**src/rtl/subleq_seq_pkg.sv**
```systemverilog
// Shared definitions for the SUBLEQ instruction sequencer: default widths,
// the halt address and the 3-bit sequencer state encoding.
package subleq_seq_pkg;

  // Default address / PC width; must agree with pc_reg.
  localparam int AW_DEF = 8;

  // Default data word width (two's-complement signed).
  localparam int DW_DEF = 8;

  // A PC equal to this address means "halt".
  localparam int HLT_ADDR = 0;

  // One state per cycle; S_FA..S_WB make up one 7-cycle instruction.
  typedef enum logic [2:0] {
    S_FA   = 3'd0,  // present PC (word A address)
    S_FB   = 3'd1,  // capture A, present PC+1
    S_FC   = 3'd2,  // capture B, present PC+2
    S_RA   = 3'd3,  // capture C, present A
    S_RB   = 3'd4,  // capture mem[A], present B
    S_EX   = 3'd5,  // capture mem[B], present B
    S_WB   = 3'd6,  // write result, update PC
    S_HALT = 3'd7   // parked until reset
  } state_e;

endpackage

```
**src/rtl/subleq_alu.sv**
```systemverilog
// SUBLEQ arithmetic: res = b - a (wrapping, overflow ignored) and the
// "less than or equal to zero" branch flag taken on the signed result.
module subleq_alu
  import subleq_seq_pkg::*;
#(
  parameter int DW = DW_DEF
) (
  input  logic [DW-1:0] a,
  input  logic [DW-1:0] b,
  output logic [DW-1:0] res,
  output logic          leq
);

  logic [DW-1:0] diff_s;

  // Wrapping subtract and sign/zero test of the result
  always_comb begin
    diff_s = b - a;
    res    = diff_s;
    leq    = diff_s[DW-1] | (diff_s == {DW{1'b0}});
  end

endmodule

```
**src/rtl/subleq_seq.sv**
```systemverilog
// SUBLEQ-OISC instruction sequencer. Fetches A,B,C at PC from a unified
// memory with one-cycle read latency, reads mem[A] and mem[B], writes
// mem[B]-mem[A] back to B, and hands pc_reg either C (result <= 0) or PC+3.
// PC == 0 parks the sequencer in S_HALT until RST.
module subleq_seq
  import subleq_seq_pkg::*;
#(
  parameter int AW = AW_DEF,
  parameter int DW = DW_DEF
) (
  input  logic          CLK,
  input  logic          RST,
  input  logic          EN,
  input  logic [AW-1:0] PC,
  output logic [AW-1:0] PCnew,
  output logic          WE,
  output logic [AW-1:0] MEM_ADDR,
  input  logic [DW-1:0] MEM_RDATA,
  output logic [DW-1:0] MEM_WDATA,
  output logic          MEM_WE,
  output logic          HALTED
);

  state_e        state_r;
  state_e        state_nx_s;

  logic [AW-1:0] op_a_r;
  logic [AW-1:0] op_b_r;
  logic [AW-1:0] op_c_r;
  logic [DW-1:0] val_a_r;
  logic [DW-1:0] val_b_r;

  // Read-data buffer used across a stall. While EN is low the address bus
  // keeps showing the current state's decode, so after the first stalled
  // cycle the memory returns data for the wrong address. The word that was
  // actually requested is captured on the first stalled cycle and replayed
  // when EN returns.
  logic          stall_r;
  logic [DW-1:0] hold_r;
  logic [DW-1:0] rdata_s;

  logic [DW-1:0] res_s;
  logic          leq_s;

  logic [AW-1:0] pc_p1_s;
  logic [AW-1:0] pc_p2_s;
  logic [AW-1:0] pc_p3_s;
  logic          pc_halt_s;

  // Sequential PC offsets wrap modulo 2^AW
  always_comb begin
    pc_p1_s   = PC + AW'(1);
    pc_p2_s   = PC + AW'(2);
    pc_p3_s   = PC + AW'(3);
    pc_halt_s = (PC == AW'(HLT_ADDR));
  end

  // Select live memory data or the word held over a stall
  always_comb begin
    if (stall_r) begin
      rdata_s = hold_r;
    end else begin
      rdata_s = MEM_RDATA;
    end
  end

  subleq_alu #(
    .DW (DW)
  ) u_alu (
    .a   (val_a_r),
    .b   (val_b_r),
    .res (res_s),
    .leq (leq_s)
  );

  // State register: advances only when enabled
  always_ff @(posedge CLK) begin
    if (RST) begin
      state_r <= S_FA;
    end else if (EN) begin
      state_r <= state_nx_s;
    end else begin
      state_r <= state_r;
    end
  end

  // Next-state decode: linear walk through the instruction, halt on PC==0
  always_comb begin
    state_nx_s = state_r;
    case (state_r)
      S_FA: begin
        if (pc_halt_s) begin
          state_nx_s = S_HALT;
        end else begin
          state_nx_s = S_FB;
        end
      end
      S_FB:    state_nx_s = S_FC;
      S_FC:    state_nx_s = S_RA;
      S_RA:    state_nx_s = S_RB;
      S_RB:    state_nx_s = S_EX;
      S_EX:    state_nx_s = S_WB;
      S_WB:    state_nx_s = S_FA;
      S_HALT:  state_nx_s = S_HALT;
      default: state_nx_s = S_FA;
    endcase
  end

  // Operand capture: each state latches the word requested one cycle earlier
  always_ff @(posedge CLK) begin
    if (RST) begin
      op_a_r  <= {AW{1'b0}};
      op_b_r  <= {AW{1'b0}};
      op_c_r  <= {AW{1'b0}};
      val_a_r <= {DW{1'b0}};
      val_b_r <= {DW{1'b0}};
    end else if (EN) begin
      case (state_r)
        S_FB:    op_a_r  <= AW'(rdata_s);
        S_FC:    op_b_r  <= AW'(rdata_s);
        S_RA:    op_c_r  <= AW'(rdata_s);
        S_RB:    val_a_r <= rdata_s;
        S_EX:    val_b_r <= rdata_s;
        default: begin
          op_a_r  <= op_a_r;
          op_b_r  <= op_b_r;
          op_c_r  <= op_c_r;
          val_a_r <= val_a_r;
          val_b_r <= val_b_r;
        end
      endcase
    end else begin
      op_a_r  <= op_a_r;
      op_b_r  <= op_b_r;
      op_c_r  <= op_c_r;
      val_a_r <= val_a_r;
      val_b_r <= val_b_r;
    end
  end

  // Stall buffer: grab the in-flight read word on the first stalled cycle
  always_ff @(posedge CLK) begin
    if (RST) begin
      stall_r <= 1'b0;
      hold_r  <= {DW{1'b0}};
    end else if (!EN) begin
      stall_r <= 1'b1;
      if (!stall_r) begin
        hold_r <= MEM_RDATA;
      end else begin
        hold_r <= hold_r;
      end
    end else begin
      stall_r <= 1'b0;
      hold_r  <= hold_r;
    end
  end

  // Moore output decode; everything is forced quiet while RST is high so no
  // write can coincide with pc_reg's own reset
  always_comb begin
    PCnew     = {AW{1'b0}};
    WE        = 1'b0;
    MEM_ADDR  = {AW{1'b0}};
    MEM_WDATA = {DW{1'b0}};
    MEM_WE    = 1'b0;
    HALTED    = 1'b0;
    if (RST) begin
      PCnew = {AW{1'b0}};
    end else begin
      case (state_r)
        S_FA: begin
          if (pc_halt_s) begin
            MEM_ADDR = {AW{1'b0}};
          end else begin
            MEM_ADDR = PC;
          end
        end
        S_FB: MEM_ADDR = pc_p1_s;
        S_FC: MEM_ADDR = pc_p2_s;
        S_RA: MEM_ADDR = op_a_r;
        S_RB: MEM_ADDR = op_b_r;
        S_EX: MEM_ADDR = op_b_r;
        S_WB: begin
          MEM_ADDR  = op_b_r;
          MEM_WDATA = res_s;
          MEM_WE    = EN;
          WE        = EN;
          if (leq_s) begin
            PCnew = op_c_r;
          end else begin
            PCnew = pc_p3_s;
          end
        end
        S_HALT:  HALTED = 1'b1;
        default: HALTED = 1'b0;
      endcase
    end
  end

endmodule
```
**config.mk**
```make
export PLATFORM = sky130hd
export DESIGN_NAME = subleq_seq
export DESIGN_NICKNAME = d
export VERILOG_FILES = /design/src/rtl/subleq_seq_pkg.sv /design/src/rtl/subleq_alu.sv /design/src/rtl/subleq_seq.sv
export SDC_FILE = /design/constraint.sdc
export NUM_CORES = 1
export LEC_CHECK = 0
export CAP_MARGIN = 30
export CORE_MARGIN = 5
export CORE_UTILIZATION = 55
export DETAILED_ROUTE_END_ITERATION = 7
export PLACE_DENSITY = 0.81
export SLEW_MARGIN = 30
export SYNTH_ARGS = -nofsm -noshare
export SYNTH_HDL_FRONTEND = slang
export SYNTH_SLANG_ARGS = --single-unit
```
**constraint.sdc**
```tcl
create_clock -name CLK -period 3.05 [get_ports CLK]
set_clock_uncertainty 0.2 [all_clocks]
set_input_delay 0.305 -clock CLK [delete_from_list [all_inputs] [get_ports CLK]]
set_output_delay 0.305 -clock CLK [all_outputs]
set_load 0.005 [all_outputs]
```
### Word-level counts from Yosys, hierarchy flattened

Index checks and enable logic that the tools add are counted.

* flip-flop bits (word level): 52
* input bits: 19
* output and inout port bits: 27

* $add $sub $neg: 4
* equal/unequal tests: 7
* muxes and demuxes: 16
* bitwise operators: 1
* reductions and logical operators: 9

Operator list (number)
* $mux 8: 8
* $pmux 8 s5: 1
* $pmux 3 s8: 1
* $add 8x2->8 const B: 2
* $logic_not 8->1: 2
* $eq 3x3->1 const B: 4
* $reduce_and 2->1: 5
* $add 8x1->8 const B: 1
* $sub 8x8->8: 1
* $eq 3x2->1 const B: 2
* $mux 1: 5
* $eq 3x1->1 const B: 1
* $logic_not 3->1: 1
* $mux 3: 1
* $reduce_or 3->1: 1
* $or 1x1->1: 1

### Longest topological paths before layout

Gate-level depths: netlist of the first run.

* word-level depth: 6
* mapped depth: 10
* mapped depth without buffers: 10

### Cells and area by module

From an unflattened synthesis of the first run, not the netlist that was laid out.

* cell total of the unflattened synthesis: 406
* area, all modules: 3220.6 um^2

Modules (own cells, without submodules)
* subleq_seq: times used 1, cells an instance 359, area each 2857.7 um^2
* subleq_alu: times used 1, cells an instance 47, area each 362.8 um^2

### Worst setup path after synthesis of the first run

Ideal clock, no wire load.

* kind: register -> output
* start: register val_b_r[0]
* end: output PCnew[0]
* arrival: 2.165 ns
* data required time: 2.545 ns
* slack: 0.380 ns
* stages on the path, launching flop included: 11
* buffers on the path: 0
* path through: dfxtp_1 > inv_1 > ha_1 > inv_1 > fa_1 > a211oi_1 > o21bai_1 > a221oi_2 > o211ai_1 > nand3_4 > mux2i_1

* longest elaborated chain between the ends: 6

RTL lines
* start: declaration: RTL line subleq_seq.sv:31 `logic [DW-1:0] val_b_r;`
* start signal: assignment: RTL line subleq_seq.sv:116 `val_b_r <= {DW{1'b0}};`
* start signal: assignment: RTL line subleq_seq.sv:123 `S_EX: val_b_r <= rdata_s;`
* start signal: assignment: RTL line subleq_seq.sv:129 `val_b_r <= val_b_r;`
* $sub 8x8->8 (*): RTL line subleq_alu.sv:18 `diff_s = b - a;`
* $logic_not 8->1: RTL line subleq_alu.sv:20 `leq = diff_s[DW-1] | (diff_s == {DW{1'b0}});`
* $or 1x1->1 (*): RTL line subleq_alu.sv:20
* $mux 8 (*): RTL line subleq_seq.sv:189 `if (leq_s) begin`
* $mux 8 (*): RTL line subleq_seq.sv:171 `case (state_r)`
* $mux 8 (*): RTL line subleq_seq.sv:168 `if (RST) begin`
* end: declaration: RTL line subleq_seq.sv:15 `output logic [AW-1:0] PCnew,`

Mark *: on every way between the ends. The rest lies on a longest branch, timed or not.

### Final worst setup path of the first run

* start: register val_b_r[0]
* end: output PCnew[7]

The elaborated chain is that of the path after synthesis.

==> results of run 1 <==
flip-flops by register name, indices dropped and copies added (netlist names), named ones only:
register	cells
op_a_r	8
val_b_r	8
hold_r	8
state_r	2
stall_r	1
val_a_r	8
op_c_r	8
op_b_r	8
worst register-to-register path, stage by stage, from the launching register on:
cell and delay, ps:
dfxtp_1 370, buf_4 230, nor2b_1 220, and3_1 570, nor2_1 90, a211oi_1 230
logic make-up (layout without fill, tap and decap cells):
| group | after synthesis | count (layout) | share of synthesized area (%) |
|---|---|---|---|
| muxes | 18 | 18 | 5.72 |
| DFF | 52 | 52 | 33.1 |
| xor gates and xnor gates | 10 | 10 | 2.78 |
| buffers and inverters | 44 | 110 | 5.68 |
| adders and majority gates | 13 | 13 | 5.40 |
| AOI/OAI and AO/OA | 106 | 106 | 24.0 |
| and+or+nand+nor | 156 | 156 | 23.4 |
synth_stat cells (2+ instances only):
master	count	area share [%]
nand3_1	5	0.79
nand2_1	32	3.8
nor2b_1	4	0.79
nor2_1	77	9.2
inv_1	11	1.3
o21bai_1	2	0.48
buf_2	8	1.3
and2_1	2	0.40
a211oi_1	42	10
a31oi_1	4	0.79
o211ai_1	2	0.48
nor3_1	4	0.64
a21o_1	3	0.72
or3_1	2	0.40
clkbuf_1	20	2.4
dfxtp_1	52	33
buf_1	2	0.24
a32oi_1	2	0.56
o211a_1	2	0.64
nor4b_1	2	0.56
xor2_1	5	1.4
ha_1	12	4.8
nand2b_1	3	0.60
nor3_2	2	0.64
nand3b_1	3	0.72
mux2i_1	18	5.7
and3_1	7	1.4
a222oi_1	2	0.64
inv_2	2	0.24
o21ai_0	9	1.4
o2111ai_1	2	0.56
a21oi_1	21	3.3
nand4_1	2	0.40
nor3b_1	2	0.48
xnor2_1	5	1.4
a41oi_1	2	0.56
or2_1	2	0.40
a22oi_1	3	0.72
metal layers:
metal / vias up / wire length [µm] / global-route usage (%)
met5: - / 0 / 0
met4: 0 / 114 / 5.61
met3: 12 / 563 / 4.51
met2: 118 / 4280 / 42.2
met1: 1462 / 3750 / 29.2
li1: 1562 / - / -
final cells by class:
cell class              count  area (µm²)  share of cell area, %
clock inverters             3        21.3                  0.525
repair buffers             89         758                   18.7
flip-flops and latches     52        1040                   25.7
multi-input cells         303        2020                   49.9
inverters                  13        48.8                   1.20
well taps                  72        90.1                   2.22
clock buffers               5        68.8                   1.70
per-stage QoR:
step / setup slack [ps] / cells / area, µm² / hold slack, ps
after floorplan: 380 / 399 / 3150 / 259
after global placement: -193 / 521 / 3830 / 268
after detailed placement: -392 / 521 / 3830 / 283
after CTS: -206 / 535 / 3970 / 308
after global routing: -304 / 537 / 4050 / 319
final: -210 / 537 / 4050 / 303
power by group:
| group | total, mW | switching (mW) | internal [mW] |
|---|---|---|---|
| sequential | 0.720 | 0.0183 | 0.702 |
| clock | 0.392 | 0.229 | 0.163 |
| combinational | 0.353 | 0.177 | 0.176 |
what timing repair did:
action	in CTS	in global routing
buffers inserted	6	2
endpoints found under the setup margin	15	15
gates resized for setup	51	13
pin swaps	8	6
worst paths after layout:
check | from | to | slack, ps | cells after the start
worst min register to register | hold_r[0]$_SDFFE_PP0N_ | hold_r[0]$_SDFFE_PP0N_ | 300 | 2
worst max register to register | state_r[1]$_SDFFE_PP0P_ | op_c_r[5]$_SDFFE_PP0P_ | 1060 | 5
worst min-delay path | hold_r[0]$_SDFFE_PP0N_ | hold_r[0]$_SDFFE_PP0N_ | 300 | 2
worst max-delay path | val_b_r[0]$_SDFFE_PP0P_ | PCnew[7] | -210 | 13
==> impl_metrics.json, run 1 <==
{
  "yosys_warnings": 0,
  "fmax_ghz": 0.307,
  "crit_chain": "inv_2 > ha_4 > inv_2 > fa_2 > a211oi_4 > o21bai_1 > a221oi_2 > o211ai_1 > nand3_4 > buf_6 > buf_6 > mux2i_1 > buf_2",
  "netlist_area_um2": 3150,
  "fin_ws_ps": -210,
  "crit_family": "compound AO/OA/AOI/OAI gates",
  "p_per_area_nw_per_um2": 362,
  "final_core_util_pct": 73.1,
  "peakVddDrop_mv": 0.309,
  "antenna_left": 0,
  "clk_pin_slew_ps": 100,
  "total_power_mw": 1.47,
  "rsz0062_at_grt": "yes",
  "crit_path_start_kind": "register",
  "slew_headroom_pct": 44.5,
  "critPathSlowestCell": "fa_2",
  "setup_tns_ps": -1080,
  "drive_gt1_share_pct": 18.5,
  "cts.sinks": 52,
  "status": "complete, but fails checks",
  "tritoncts": "done",
  "hold_path.class": "reg2reg",
  "synth_nets": 431,
  "critPathBufInv": 5,
  "cts_buffer_depth": 2,
  "place_hpwl_mm": 6.27,
  "grt-ovfl-total": 0,
  "core_um2": 5540,
  "synth-seq-cells": 52,
  "numPortBuffers": 45,
  "dieArea_um2": 7340,
  "nFillCells": 425,
  "ioPinCount": 46,
  "drt-vias-per-instance": 5.87,
  "start_util_pct": 56.8,
  "ctsRootBufferMaster": "clkbuf_8",
  "place.gp.congestion": 0.902,
  "nets": 496,
  "path_max_fanout": 4,
  "post_drt_wl_per_cell_um": 16.2,
  "p_leak_nw": 1.61,
  "critPathKind": "reg2out",
  "cts-htree-levels": 2,
  "syn2layout_area_growth_pct": 28.7,
  "antenna_found_initial": 0,
  "grt_pass1_wl_mm": 14.0,
  "via_count": 3154,
  "period_minus_slack_ps": 3260,
  "synthCells": 399,
  "drt_iter0_drc": 184,
  "synth_ff_type": "dfxtp_1",
  "rows": 27,
  "finalCritPeriodShare_pct": 107,
  "die-width_um": 85.7,
  "die_h_um": 85.7,
  "diodes": 0,
  "synth_edf_count": 0,
  "insertion_delay_ps": 300,
  "grt_pass1_vias": 3012,
  "grt_max_degree": 37,
  "dr.pass1.iters": 4,
  "grt_usage_pct": 23.6,
  "hold_viol": 0,
  "routed_wl_mm": 8.72,
  "synthArstFlopShare_pct": 0,
  "report.final.slew_viol_count": 0,
  "end_kind": "primary output",
  "cp.arrival_ps": 2760,
  "violations": "setup timing",
  "setup_viol": 9,
  "synth.distinct_cells": 57,
  "post-route-drc-count": 0,
  "avgSynthCellArea_um2": 7.89,
  "cap_violations": 0,
  "cpPeakStageDelay_ps": 360,
  "ctsHoldBuffers": 0,
  "seq_area_frac_synth_pct": 33.1,
  "layout_common_cells": "nor2_1, dfxtp_1, a211oi_1, buf_4, nand2_1",
  "tightest_slew_ps": 809,
  "cts_buffers": 5,
  "required_ps": 2540,
  "final_common_cell": "nor2_1"
}
Power figures use the tool's default switching activity.
==> run 2: changes to the inputs <==
--- a/config.mk
+++ b/config.mk
@@ -6,9 +6,10 @@
 export NUM_CORES = 1
 export LEC_CHECK = 0
+export ABC_AREA = 1
 export CAP_MARGIN = 30
 export CORE_MARGIN = 5
 export CORE_UTILIZATION = 55
 export DETAILED_ROUTE_END_ITERATION = 7
-export PLACE_DENSITY = 0.81
+export PLACE_DENSITY = 0.8
 export SLEW_MARGIN = 30
 export SYNTH_ARGS = -nofsm -noshare
==> constraint.sdc (replaced) <==
create_clock -name CLK -period 3.05 [get_ports CLK]
set_clock_uncertainty 0.2 [all_clocks]
set_input_delay 0.305 -clock CLK [delete_from_list [all_inputs] [get_ports CLK]]
set_output_delay 0.305 -clock CLK [all_outputs]
set_load 0.01 [all_outputs]
==> run 2 against run 1 <==
Effect of this change: the run now ends clean; clock power grew 7.4%; critical path depth increased by 1; utilization down 6.8 points; sequential power rose by 2%; wire length down 0.92%; worst setup slack improved by 330 ps; fmax is 11% higher.
==> impl_metrics.json, run 2 <==
{
  "grt_max_degree": 45,
  "path_max_fanout": 8,
  "drt-vias-per-instance": 5.33,
  "synth.distinct_cells": 35,
  "grt_pass1_wl_mm": 14.2,
  "yosys_warnings": 0,
  "antenna_found_initial": 0,
  "drt_iter0_drc": 233,
  "routed_wl_mm": 8.64,
  "diodes": 0,
  "post-place-cells": 605,
  "fmax_ghz": 0.341,
  "required_ps": 2540,
  "dieArea_um2": 7600,
  "syn2layout_area_growth_pct": 18.5,
  "synth-seq-cells": 52,
  "synth_simple_gate_area_share_pct": 22.4,
  "crit_path_start_kind": "register",
  "synth_top_cell_area_share_pct": 31.8,
  "crit_start": "val_b_r[0]$_SDFFE_PP0P_",
  "post_drt_wl_per_cell_um": 14.0,
  "cp.arrival_ps": 2430,
  "end_kind": "primary output",
  "synth_area_leaders": "dfxtp_1, a21oi_1, inv_1",
  "synth_xor_xnor_area_share_pct": 1.87,
  "grt_usage_pct": 23.4,
  "post-route-drc-count": 0,
  "place.gp.congestion": 0.963,
  "finalCritPeriodShare_pct": 96.2,
  "setup_viol": 0,
  "netlist_area_um2": 3270,
  "clk_pin_slew_ps": 110,
  "die-width_um": 87.2,
  "cts.sinks": 52,
  "synth_edf_count": 0,
  "r2r.worst_path.cells": 4,
  "synthCells": 495,
  "nFillCells": 514,
  "synthTopCellsByCount": "inv_1, a21oi_1, o21ai_0",
  "synthAdderAreaFrac_pct": 5.20,
  "setup_tns_ps": 0,
  "period_minus_slack_ps": 2930,
  "hold_path.class": "reg2reg",
  "die_h_um": 87.2,
  "core_um2": 5850,
  "start_util_pct": 56.0,
  "p_per_area_nw_per_um2": 448,
  "yosysMostFrequentCell": "inv_1",
  "insertion_delay_ps": 310,
  "total_power_mw": 1.74,
  "tightest_slew_ps": 853,
  "numPortBuffers": 45,
  "tritoncts": "done",
  "cts_buffer_depth": 2,
  "ioPinCount": 46,
  "synth_nets": 527,
  "report.final.slew_viol_count": 0,
  "peakVddDrop_mv": 0.309,
  "grt_pass1_vias": 3076,
  "cts_buffers": 5,
  "antenna_left": 0,
  "regArea_um2": 1040,
  "synth_ff_type": "dfxtp_1",
  "slew_headroom_pct": 43.1,
  "place_hpwl_mm": 6.45,
  "worstHoldStart": "op_b_r[0]$_SDFFE_PP0P_",
  "p_leak_nw": 1.77,
  "synthArstFlopShare_pct": 0,
  "yosysTopAreaCell": "dfxtp_1",
  "seq_area_frac_synth_pct": 31.8,
  "critPathKind": "reg2out",
  "ctsRootBufferMaster": "clkbuf_8",
  "fin_cells": 615,
  "fin_ws_ps": 116,
  "drive_gt1_share_pct": 11.1,
  "avgSynthCellArea_um2": 6.61,
  "final_common_cell": "inv_1",
  "cap_violations": 0,
  "synth_compound_area_share_pct": 24.6,
  "layout_common_cells": "inv_1, a21oi_1, o21ai_0, nand2_1, dfxtp_1",
  "synthMuxAreaShare_pct": 0,
  "rows": 28,
  "nets": 571,
  "synth_top_family_by_area": "compound AO/OA/AOI/OAI gates",
  "cts-htree-levels": 2,
  "timing.rr.start": "stall_r$_SDFF_PP0_",
  "via_count": 3276,
  "hold_viol": 0,
  "grt-ovfl-total": 0,
  "dr.pass1.iters": 5,
  "whs_path_depth": 2,
  "multiInputGateArea_um2": 1790,
  "ctsHoldBuffers": 0,
  "status": "complete, no violations",
  "place_ws_ps": 6.86
}
[run 2: changes by cell type after synthesis, moves of 19 or more]
| cell | change |
|---|---|
| nor2_1 | -35 |
| a211oi_1 | -42 |
| nand2_1 | +27 |
| nand3_1 | +19 |
| inv_1 | +82 |
| o21ai_0 | +51 |
| a21oi_1 | +50 |
[run 2: final timing paths]
path / endpoint / slack (ps)
worst min-delay path: op_b_r[0]$_SDFFE_PP0P_ / 250
worst max-delay path: PCnew[5] / 120
worst min register to register: op_b_r[0]$_SDFFE_PP0P_ / 250
worst max register to register: op_c_r[4]$_SDFFE_PP0P_ / 990
[run 2: power by group]
part           internal, mW  total (mW)  leakage, nW  switching, mW
Sequential            0.714       0.732        0.424         0.0180
Clock                 0.186       0.421       0.0516          0.235
Combinational         0.213       0.586         1.29          0.373
[run 2: metrics by stage]
stage,utilization (%),hold WS (ps),area [µm²]
after floorplan,-,225,3270
after global placement,64.8,236,3790
after detailed placement,64.8,242,3790
after CTS,66.3,256,3880
after global routing,66.3,272,3880
final,66.3,253,3880
[run 2: final cells by class]
type,instances,area share (%)
tap,75,2.42
inverter,98,9.48
multi-input combinational,327,46.2
clock inverter,2,0.355
timing repair buffer,55,12.6
sequential,52,26.8
clock buffer,6,2.13
[run 2: routing by layer]
metal	global-route usage [%]	share of wire (%)	vias up
li1	-	-	1692
met5	0	0	-
met1	30.5	45	1470
met2	39.0	47	89
met4	8.23	3.2	0
met3	3.88	4.4	25
[run 2: kinds of logic after synthesis]
logic type / count (synthesis)
compound gates: 152
xor+xnor: 7
simple gates: 154
fa+ha+maj: 13
buf+inv: 117
flops: 52
[run 2: critical path: stages, from the launching register on]
cell      delay [ps]
dfxtp_1          330
inv_1             60
ha_1             190
inv_1             70
fa_2             430
inv_2             80
nand2_2           60
nor2_4           100
nand3_2           90
nor2_4           160
nand3_4          130
nand2_4          130
nor2_1            60
nor2_2           100
clkbuf_2         130
[run 2: timing repair]
action,CTS,global route
setup buffers,0,1
setup endpoints to repair,8,11
gates resized for setup,7,23
cloned,0,1
pin swaps,0,2
==> run 3: changes to the inputs <==
SETUP_SLACK_MARGIN = 0.02   (was unset)
SKIP_LAST_GASP = 1   (was unset)
==> run 3 against run 2 <==
Effect of this change: wire length shrank 0.25%; largest power group unchanged; via count increased by 0.52%; register-to-register slack hardly changed; critical path type unchanged.
==> impl_metrics.json, run 3 (synthesis results as in run 2) <==
{
  "die_h_um": 87.2,
  "ioPinCount": 46,
  "layout_common_cells": "inv_1, a21oi_1, o21ai_0, nand2_1, dfxtp_1",
  "cap_violations": 0,
  "tritoncts": "done",
  "slew_headroom_pct": 42.4,
  "final_core_util_pct": 66.8,
  "whs_ps": 254,
  "drive_gt1_share_pct": 12.0,
  "nets": 572,
  "peakVddDrop_mv": 0.312,
  "p_per_area_nw_per_um2": 448,
  "tightest_slew_ps": 864,
  "post_dp_cell_area_um2": 3790,
  "insertion_delay_ps": 310,
  "cts.sinks": 52,
  "final_area_um2": 3910,
  "cp.arrival_ps": 2420,
  "rows": 28,
  "place_hpwl_mm": 6.45,
  "drt-vias-per-instance": 5.35,
  "period_minus_slack_ps": 2920,
  "place.gp.congestion": 0.963,
  "critPathKind": "reg2out",
  "nFillCells": 511,
  "numPortBuffers": 45,
  "report.final.slew_viol_count": 0,
  "die-width_um": 87.2,
  "final_common_cell": "inv_1",
  "worstHoldStart": "op_b_r[0]$_SDFFE_PP0P_",
  "multiInputGateArea_um2": 1790,
  "setup_viol": 0,
  "ctsRootBufferMaster": "clkbuf_8",
  "antenna_left": 0,
  "via_count": 3293,
  "required_ps": 2540,
  "antenna_found_initial": 0,
  "finalCritPeriodShare_pct": 95.8,
  "rsz0062_at_grt": "yes",
  "cts_buffers": 5,
  "hold_viol": 0,
  "status": "complete, no violations",
  "dieArea_um2": 7600,
  "hold_path.class": "reg2reg",
  "crit_path_start_kind": "register",
  "grt_max_degree": 45,
  "clk_pin_slew_ps": 110,
  "cts_buffer_depth": 2,
  "post-route-drc-count": 0,
  "fmax_ghz": 0.342,
  "cts-htree-levels": 2,
  "routed_wl_mm": 8.61,
  "grt_pass1_wl_mm": 14.2,
  "regArea_um2": 1040,
  "grt_pass1_vias": 3076,
  "core_um2": 5850,
  "end_kind": "primary output",
  "crit_start": "val_b_r[0]$_SDFFE_PP0P_",
  "grt_usage_pct": 23.4,
  "path_max_fanout": 5,
  "post_drt_wl_per_cell_um": 14.0,
  "diodes": 0,
  "drt_iter0_drc": 222,
  "grt-ovfl-total": 0,
  "setup_tns_ps": 0,
  "syn2layout_area_growth_pct": 19.3,
  "timing.rr.start": "stall_r$_SDFF_PP0_",
  "start_util_pct": 56.0,
  "p_leak_nw": 1.80,
  "dr.pass1.iters": 5,
  "ctsHoldBuffers": 0
}
run 3: cell count changes in the layout (fill, tap and decap cells not counted), moves of 2 or more:
cell,before,now
clkbuf_2,8,5
ha_1,12,10
buf_2,0,2
dlymetal6s2s_1,2,4
inv_2,6,8
inv_1,92,90
ha_2,0,2
run 3: what timing repair did:
action                     4_1_cts  5_1_grt
gates cloned                     0        1
hold endpoints to repair         0        0
gates resized for setup          7       31
buffers inserted                 0        2
setup endpoints to repair        8       12
pin swaps                        0        6
run 3: worst paths after layout:
check                           slack, ps  depth (start not counted)                endpoint
worst min register to register        250                          2  op_b_r[0]$_SDFFE_PP0P_
worst min-delay path                  250                          2  op_b_r[0]$_SDFFE_PP0P_
worst max-delay path                  130                         14                PCnew[1]
worst max register to register        980                          4  op_c_r[4]$_SDFFE_PP0P_
run 3: layout make-up:
| class | instances | share of cell area (%) |
|---|---|---|
| clock inverter | 2 | 0.352 |
| clock buffer | 6 | 2.11 |
| inverter | 98 | 9.42 |
| multi-input combinational | 327 | 45.9 |
| tap | 75 | 2.40 |
| sequential | 52 | 26.7 |
| timing repair buffer | 56 | 13.1 |
run 3: stage by stage:
stage	cells	setup slack (ps)	power (mW)
CTS	613	-203	1.72
global route	616	10.9	1.86
floorplan	495	724	1.15
finish	616	127	1.75
detailed placement	605	6.86	1.30
global placement	605	44.9	1.29
run 3: per-layer routing:
layer	routed length, µm	up-vias	global-route usage (%)
li1	-	1693	-
met1	3880	1494	30.5
met2	4120	81	39.0
met3	342	25	3.88
met4	273	0	8.23
met5	0	-	0
run 3: power breakdown:
| group | leakage, nW | switching [mW] | internal (mW) |
|---|---|---|---|
| logic | 1.32 | 0.374 | 0.224 |
| registers | 0.425 | 0.0180 | 0.714 |
| clock network | 0.0516 | 0.236 | 0.186 |
run 3: critical path, cell delays in order, from the launching register on:
cell and delay (ps):
dfxtp_2 340, inv_2 40, ha_2 170, inv_2 60, fa_2 430, inv_2 80
nand2_2 60, nor2_4 100, nand3_2 90, nor2_4 150, nand3_4 120, buf_6 140
a21oi_2 140, nor2_1 50, buf_2 130
